### src/rtl/pid_controller_pkg.sv
// pid_controller_pkg
//   Shared definitions for the motor control stage: control-mode codes (also
//   used by the serial command/status block), FSM state encoding, data widths
//   and the 48-bit saturating helper used by the accumulator.
package pid_controller_pkg;

  localparam int DATA_W = 24;  // setpoint, feedback, gains, limits, duty
  localparam int ERR_W  = 25;  // setpoint - feedback
  localparam int INT_W  = 32;  // integrator
  localparam int ACC_W  = 48;  // PID accumulator

  localparam logic [7:0] MODE_POS_ENC0     = 8'd0;
  localparam logic [7:0] MODE_POS_ENC1     = 8'd1;
  localparam logic [7:0] MODE_DISPLACEMENT = 8'd2;
  localparam logic [7:0] MODE_DIRECT_PWM   = 8'd3;

  typedef enum logic [2:0] {
    ST_IDLE,
    ST_ERR,
    ST_PTERM,
    ST_ITERM,
    ST_DTERM,
    ST_SUM,
    ST_OUT
  } pid_state_t;

  localparam logic signed [ACC_W+2:0] ACC_MAX_W = {3'b000, 1'b0, {(ACC_W-1){1'b1}}};
  localparam logic signed [ACC_W+2:0] ACC_MIN_W = {3'b111, 1'b1, {(ACC_W-1){1'b0}}};

  // Clip a widened accumulator sum back into 48 bits without wrapping.
  function automatic logic signed [ACC_W-1:0] sat_acc(input logic signed [ACC_W+2:0] x);
    if (x > ACC_MAX_W)      return ACC_MAX_W[ACC_W-1:0];
    else if (x < ACC_MIN_W) return ACC_MIN_W[ACC_W-1:0];
    else                    return x[ACC_W-1:0];
  endfunction

endpackage

### src/rtl/pid_controller_tick_gen.sv
// pid_tick_gen
//   Free-running divider; tick is high for the single cycle in which the
//   counter sits at DIV-1, after which the counter wraps to 0.
//   Ports: CLK, reset (async, active-high), tick (one-cycle pulse).
module pid_tick_gen #(
  parameter int DIV = 16_000
) (
  input  logic CLK,
  input  logic reset,
  output logic tick
);

  localparam int CW = (DIV > 1) ? $clog2(DIV) : 1;
  localparam logic [CW-1:0] LAST = CW'(DIV - 1);

  logic [CW-1:0] count;

  always_ff @(posedge CLK or posedge reset) begin
    if (reset)              count <= '0;
    else if (count == LAST) count <= '0;
    else                    count <= count + CW'(1);
  end

  assign tick = (count == LAST);

endmodule

### src/rtl/pid_controller.sv
// pid_controller
//   One PID update per control tick, sequenced through a single shared signed
//   multiplier: IDLE -> ERR -> PTERM -> ITERM -> DTERM -> SUM -> OUT.
//   Ports: CLK, reset (async, active-high), control_mode, setpoint,
//   encoder0_position, encoder1_position, displacement (signed feedback),
//   Kp/Ki/Kd (signed gains), PWMLimit/IntegralLimit/deadband (unsigned),
//   duty (signed PWM command), update_done (one-cycle pulse with new duty).
//
//   Handshake: there is none; upstream registers hold steady between frames,
//   duty is valid from reset on and update_done marks the first cycle in
//   which a refreshed duty is visible (no ready/back-pressure exists).
module pid_controller
  import pid_controller_pkg::*;
#(
  parameter int CLK_FREQ_HZ = 16_000_000,
  parameter int UPDATE_HZ   = 1_000,
  parameter int OUT_SHIFT   = 0
) (
  input  logic                     CLK,
  input  logic                     reset,
  input  logic [7:0]               control_mode,
  input  logic signed [DATA_W-1:0] setpoint,
  input  logic signed [DATA_W-1:0] encoder0_position,
  input  logic signed [DATA_W-1:0] encoder1_position,
  input  logic signed [DATA_W-1:0] displacement,
  input  logic signed [DATA_W-1:0] Kp,
  input  logic signed [DATA_W-1:0] Ki,
  input  logic signed [DATA_W-1:0] Kd,
  input  logic [DATA_W-1:0]        PWMLimit,
  input  logic [DATA_W-1:0]        IntegralLimit,
  input  logic [DATA_W-1:0]        deadband,
  output logic signed [DATA_W-1:0] duty,
  output logic                     update_done
);

  pid_state_t state, state_next;
  logic tick;

  logic signed [ERR_W-1:0]  err, err_prev;
  logic signed [INT_W-1:0]  integral;
  logic signed [ACC_W-1:0]  acc;
  logic signed [DATA_W-1:0] result;
  logic [7:0]               mode_prev;
  logic                     direct;  // acc already holds the final value; skip the shift

  pid_tick_gen #(.DIV(CLK_FREQ_HZ / UPDATE_HZ)) u_tick (
    .CLK   (CLK),
    .reset (reset),
    .tick  (tick)
  );

  // ---------------- error path ----------------
  logic signed [DATA_W-1:0] fb;
  logic signed [ERR_W-1:0]  err_raw, err_db;
  logic [ERR_W-1:0]         err_abs;
  logic                     pos_mode;

  assign pos_mode = (control_mode == MODE_POS_ENC0) || (control_mode == MODE_POS_ENC1) ||
                    (control_mode == MODE_DISPLACEMENT);

  always_comb begin
    fb = encoder0_position;
    if (control_mode == MODE_POS_ENC1)          fb = encoder1_position;
    else if (control_mode == MODE_DISPLACEMENT) fb = displacement;
  end

  assign err_raw = {setpoint[DATA_W-1], setpoint} - {fb[DATA_W-1], fb};
  assign err_abs = err_raw[ERR_W-1] ? -err_raw : err_raw;
  assign err_db  = (err_abs <= {1'b0, deadband}) ? '0 : err_raw;

  // ---------------- integrator ----------------
  logic signed [INT_W:0]   int_sum, il_pos, il_neg;
  logic signed [INT_W-1:0] integral_new;

  always_comb begin
    int_sum = {integral[INT_W-1], integral} + {{(INT_W+1-ERR_W){err[ERR_W-1]}}, err};
    il_pos  = {{(INT_W+1-DATA_W){1'b0}}, IntegralLimit};
    il_neg  = -il_pos;
    if (int_sum > il_pos)      integral_new = il_pos[INT_W-1:0];
    else if (int_sum < il_neg) integral_new = il_neg[INT_W-1:0];
    else                       integral_new = int_sum[INT_W-1:0];
  end

  // ---------------- shared multiplier ----------------
  // err - err_prev spans 26 bits, so the second operand is one bit wider
  // than the error itself; the widened product is folded back by sat_acc.
  logic signed [DATA_W-1:0]  mul_a;
  logic signed [ERR_W:0]     mul_b, err_diff;
  logic signed [DATA_W+ERR_W:0] product;
  logic signed [ACC_W-1:0]   acc_in, acc_next;

  assign err_diff = {err[ERR_W-1], err} - {err_prev[ERR_W-1], err_prev};

  always_comb begin
    mul_a  = Kp;
    mul_b  = {err[ERR_W-1], err};
    acc_in = acc;
    case (state)
      ST_PTERM: acc_in = '0;
      ST_ITERM: begin
        mul_a = Ki;
        // IntegralLimit keeps the integrator within 25 signed bits.
        mul_b = integral_new[ERR_W:0];
      end
      ST_DTERM: begin
        mul_a = Kd;
        mul_b = err_diff;
      end
      default: ;
    endcase
  end

  assign product  = (DATA_W+ERR_W+1)'(mul_a) * (DATA_W+ERR_W+1)'(mul_b);
  assign acc_next = sat_acc((ACC_W+3)'(acc_in) + (ACC_W+3)'(product));

  // ---------------- output scaling and clamp ----------------
  // duty is 24-bit signed, so the usable magnitude tops out at 2^23-1 even
  // when PWMLimit asks for more.
  logic signed [ACC_W-1:0]  acc_s, lim_pos, lim_neg;
  logic [DATA_W-1:0]        lim;
  logic signed [DATA_W-1:0] clamped;

  always_comb begin
    acc_s   = direct ? acc : (acc >>> OUT_SHIFT);
    lim     = (PWMLimit > 24'h7FFFFF) ? 24'h7FFFFF : PWMLimit;
    lim_pos = {{(ACC_W-DATA_W){1'b0}}, lim};
    lim_neg = -lim_pos;
    if (acc_s > lim_pos)      clamped = lim;
    else if (acc_s < lim_neg) clamped = lim_neg[DATA_W-1:0];
    else                      clamped = acc_s[DATA_W-1:0];
  end

  // ---------------- FSM ----------------
  always_ff @(posedge CLK or posedge reset) begin
    if (reset) state <= ST_IDLE;
    else       state <= state_next;
  end

  always_comb begin
    state_next = state;
    case (state)
      ST_IDLE:  if (tick) state_next = ST_ERR;
      ST_ERR:   state_next = pos_mode ? ST_PTERM : ST_SUM;
      ST_PTERM: state_next = ST_ITERM;
      ST_ITERM: state_next = ST_DTERM;
      ST_DTERM: state_next = ST_SUM;
      ST_SUM:   state_next = ST_OUT;
      ST_OUT:   state_next = ST_IDLE;
      default:  state_next = ST_IDLE;
    endcase
  end

  // ---------------- datapath registers ----------------
  always_ff @(posedge CLK or posedge reset) begin
    if (reset) begin
      duty        <= '0;
      update_done <= 1'b0;
      integral    <= '0;
      err_prev    <= '0;
      err         <= '0;
      acc         <= '0;
      result      <= '0;
      mode_prev   <= '0;
      direct      <= 1'b0;
    end else begin
      update_done <= 1'b0;
      case (state)
        ST_ERR: begin
          err    <= err_db;
          acc    <= '0;
          direct <= 1'b0;
          if (control_mode != mode_prev) begin
            integral  <= '0;
            err_prev  <= '0;
            mode_prev <= control_mode;
          end
          if (!pos_mode) begin
            // Direct PWM passes the setpoint through; unknown modes output 0.
            integral <= '0;
            err_prev <= '0;
            direct   <= 1'b1;
            if (control_mode == MODE_DIRECT_PWM)
              acc <= {{(ACC_W-DATA_W){setpoint[DATA_W-1]}}, setpoint};
          end
        end
        ST_PTERM: acc <= acc_next;
        ST_ITERM: begin
          integral <= integral_new;
          acc      <= acc_next;
        end
        ST_DTERM: begin
          acc      <= acc_next;
          err_prev <= err;
        end
        ST_SUM: result <= clamped;
        ST_OUT: begin
          duty        <= result;
          update_done <= 1'b1;
        end
        default: ;
      endcase
    end
  end

endmodule

### config.mk
export PLATFORM = sky130hd
export DESIGN_NAME = pid_controller
export DESIGN_NICKNAME = d
export VERILOG_FILES = /design/src/rtl/pid_controller_pkg.sv /design/src/rtl/pid_controller_tick_gen.sv /design/src/rtl/pid_controller.sv
export SDC_FILE = /design/constraint.sdc
export NUM_CORES = 2
export LEC_CHECK = 0
export ABC_CLOCK_PERIOD_IN_PS = 39300
export BUFFER_PORTS_ARGS = -buffer_cell sky130_fd_sc_hd__buf_2
export CAP_MARGIN = 20
export CELL_PAD_IN_SITES_DETAIL_PLACEMENT = 1
export CELL_PAD_IN_SITES_GLOBAL_PLACEMENT = 2
export CORE_MARGIN = 1.5
export CORE_UTILIZATION = 43
export CTS_CLUSTER_SIZE = 10
export DETAILED_ROUTE_END_ITERATION = 8
export HOLD_SLACK_MARGIN = 0.02
export PLACE_DENSITY = 0.9
export SLEW_MARGIN = 15
export SYNTH_ARGS = -nofsm -noshare
export SYNTH_HDL_FRONTEND = slang
export SYNTH_SLANG_ARGS = --single-unit
export TNS_END_PERCENT = 1
### constraint.sdc
create_clock -name CLK -period 39.3 [get_ports CLK]
set_input_delay 11.79 -clock CLK [delete_from_list [all_inputs] [get_ports CLK]]
set_output_delay 11.79 -clock CLK [all_outputs]
set_load 0.005 [all_outputs]
==> metrics.txt <==
status=completed; drt drc=0; pre-CTS setup slack=12.31 ns; Post-Syn Nets=6758; NumNets Final=6887; Synth top area share=0.3062; Initial Utilization=0.4324; CTS clk-pin slew, worst paths=0.05 ns; IO buf count=274; Post-synth EDFFs=0; most instantiated cells after synthesis=910 x inv_1, 707 x fa_1, 602 x nand2_1; Row Count=120; WL/cell=24.80 microns; wl on met1=76780 microns; Seq cells post-synth=204; largest net degree at the start of global routing=95; TNS Setup=0 ns; crit path max fanout=34; Worst Max-Slew Pin Slew=1.217 ns; Via density=5.856; met3 wire length=12450 microns; Top FF cell, synth=dfrtp_1; I/O pin cnt=275; max_cap viols=0; Crit path largest cell delay=1.08 ns; die area=109500 sq um; Slew headroom=0.1861; FMAX=38.40 MHz; Req. time, crit path=39.75 ns; Chip Width=330.9 microns; Multi-input gate area=36800 sq um; router iterations before antenna repair=5; Total GRT Usage=0.3202; initial antenna violation count=2; Synth area leaders=fa_1 31%, dfrtp_1 11%, ha_1 11%; first-pass GRT wire length=267300 microns; count leader, synth=inv_1; post-CTS sizing=0; chip height=330.9 microns; vias=40.71k; unrepaired setup endpoints after global routing=no; clk_lat worst skew=0.60 ns; Finished Core Util=0.4681; Final WS setup=13.26 ns; Tcrit/Tclk final=0.6627; Final Non-Filler Cells=6951; register area=5105 sq um; critical path startpoint category=input pin; Async SR Flop Fraction=1.000; Hold Crit Class=reg2reg; YS warnings=0; Routability Congestion=0.9618; Fin. Hold Viols=0; final WL=172400 microns; routed length on met2=77220 microns; setup bufs post-CTS=0; total grt overflow=0; core area=106900 sq um; endpoints failing setup=0; Root Buffer=clkbuf_16; Clock Sinks=204; Seq/Total Area, Yosys=0.1104; uppermost layer routed=met4; Worst path slowest cell=fa_1; Placed Cells incl. Taps=6900; Clock Skews=0.01961 ns; vias in the first global route=43.53k; antenna violation net count after detailed routing=0; layout cells sized above 1=0.09935; initial drt markers=2939; hold_buf cts=0; cell mode on critical path=fa_1; Final Max Slew Viols=0; cts bufs inserted=28; Setup CP Type=in2reg; Mapped Cells=5403; Crit. End Element=flip-flop; clock buffer depth=3; CTS tree=yes; area grow syn2layout=8.267%; min Tclk post-route=26.04 ns; Post-Syn Area=46220 sq um; hpwl dp=143400 microns; Worst Path Arrival=26.49 ns; fillcell total=12.79k; post-synth top area cell=fa_1; H-tree lvl count=1; Post-Syn Area per Cell=8.555 sq um; Synth cell types=108
metrics by stage:
| stage | instance area [sq um] | hold WS, ns |
|---|---|---|
| CTS | 49960 | 0.4608 |
| floorplan | 46220 | 0.4319 |
| detailed placement | 49050 | 0.4513 |
| finish | 50040 | 0.4563 |
| global route | 50040 | 0.4845 |
| global placement | 49050 | 0.4474 |
cell usage in the layout (no fill, tap or decap), drive strengths merged, types with 19 or more instances in the layout:
| master | n |
|---|---|
| a211oi | 44 |
| a21o | 61 |
| a21oi | 306 |
| a221o | 36 |
| a22o | 31 |
| a22oi | 35 |
| a31oi | 61 |
| and2 | 87 |
| and3 | 29 |
| and4 | 19 |
| buf | 358 |
| clkbuf | 35 |
| dfrtp | 204 |
| fa | 707 |
| ha | 398 |
| inv | 911 |
| mux2 | 44 |
| mux2i | 64 |
| nand2 | 602 |
| nand2b | 29 |
| nand3 | 67 |
| nand4 | 50 |
| nor2 | 339 |
| nor2b | 62 |
| nor3 | 65 |
| o2111ai | 23 |
| o211ai | 54 |
| o21a | 52 |
| o21ai | 287 |
| o31ai | 22 |
| or3 | 24 |
| xnor2 | 132 |
| xor2 | 54 |
sequential cells by signal (all words and copies together), names as in the netlist:
register      flops
u_tick.count     14
integral         32
update_done       1
duty             24
acc              48
state             3
err_prev         25
result           24
mode_prev         8
err              25
final timing paths:
kind	from	end	slack, ns	cells after the start
max	IntegralLimit[2]	acc[27]$_DFFE_PP0P_	13.26	43
min	u_tick.count[0]$_DFF_PP0_	u_tick.count[0]$_DFF_PP0_	0.46	1
max reg2reg	err[0]$_DFFE_PP0P_	acc[27]$_DFFE_PP0P_	23.52	43
min reg2reg	u_tick.count[0]$_DFF_PP0_	u_tick.count[0]$_DFF_PP0_	0.46	1
max in group asynchronous	reset	integral[26]$_DFFE_PP0P_	26.56	3
min in group asynchronous	reset	duty[0]$_DFFE_PP0P_	11.30	2
kinds of logic (layout without fill, tap and decap cells):
family          Yosys count  in the layout  synth area share
buf+inv                1170           1313           0.09821
fa+ha+maj              1105           1105            0.4139
xor+xnor                186            186           0.03541
simple gates           1458           1458            0.1490
mux                     108            108           0.02490
compound gates         1171           1171            0.1680
other cells               1              3        0.00008113
flops                   204            204            0.1104
layout make-up:
cell class,count,area share
Timing Repair Buffer,358,0.04078
Inverter,911,0.06848
Tap cell,1403,0.03508
Sequential cell,204,0.1020
Clock inverter,9,0.002750
Clock buffer,35,0.01553
Antenna cell,2,0.0001000
Multi-Input combinational cell,4029,0.7353
critical path: cells and delay by family:
kind | cells | cell delay [ns]
buf+inv | 8 | 1.34
compound gates | 14 | 4.30
simple gates | 10 | 3.32
fa+ha+maj | 9 | 5.27
xor+xnor | 2 | 0.42
routing by layer:
layer,vias to the layer above,track usage
met4,0,0.1008
met2,1489,0.5001
met1,20883,0.4535
met5,-,0
li1,18100,-
met3,236,0.05180
Power is not shown: default switching activity piles up to over one toggle a cycle in this logic, so the estimate is an artifact.
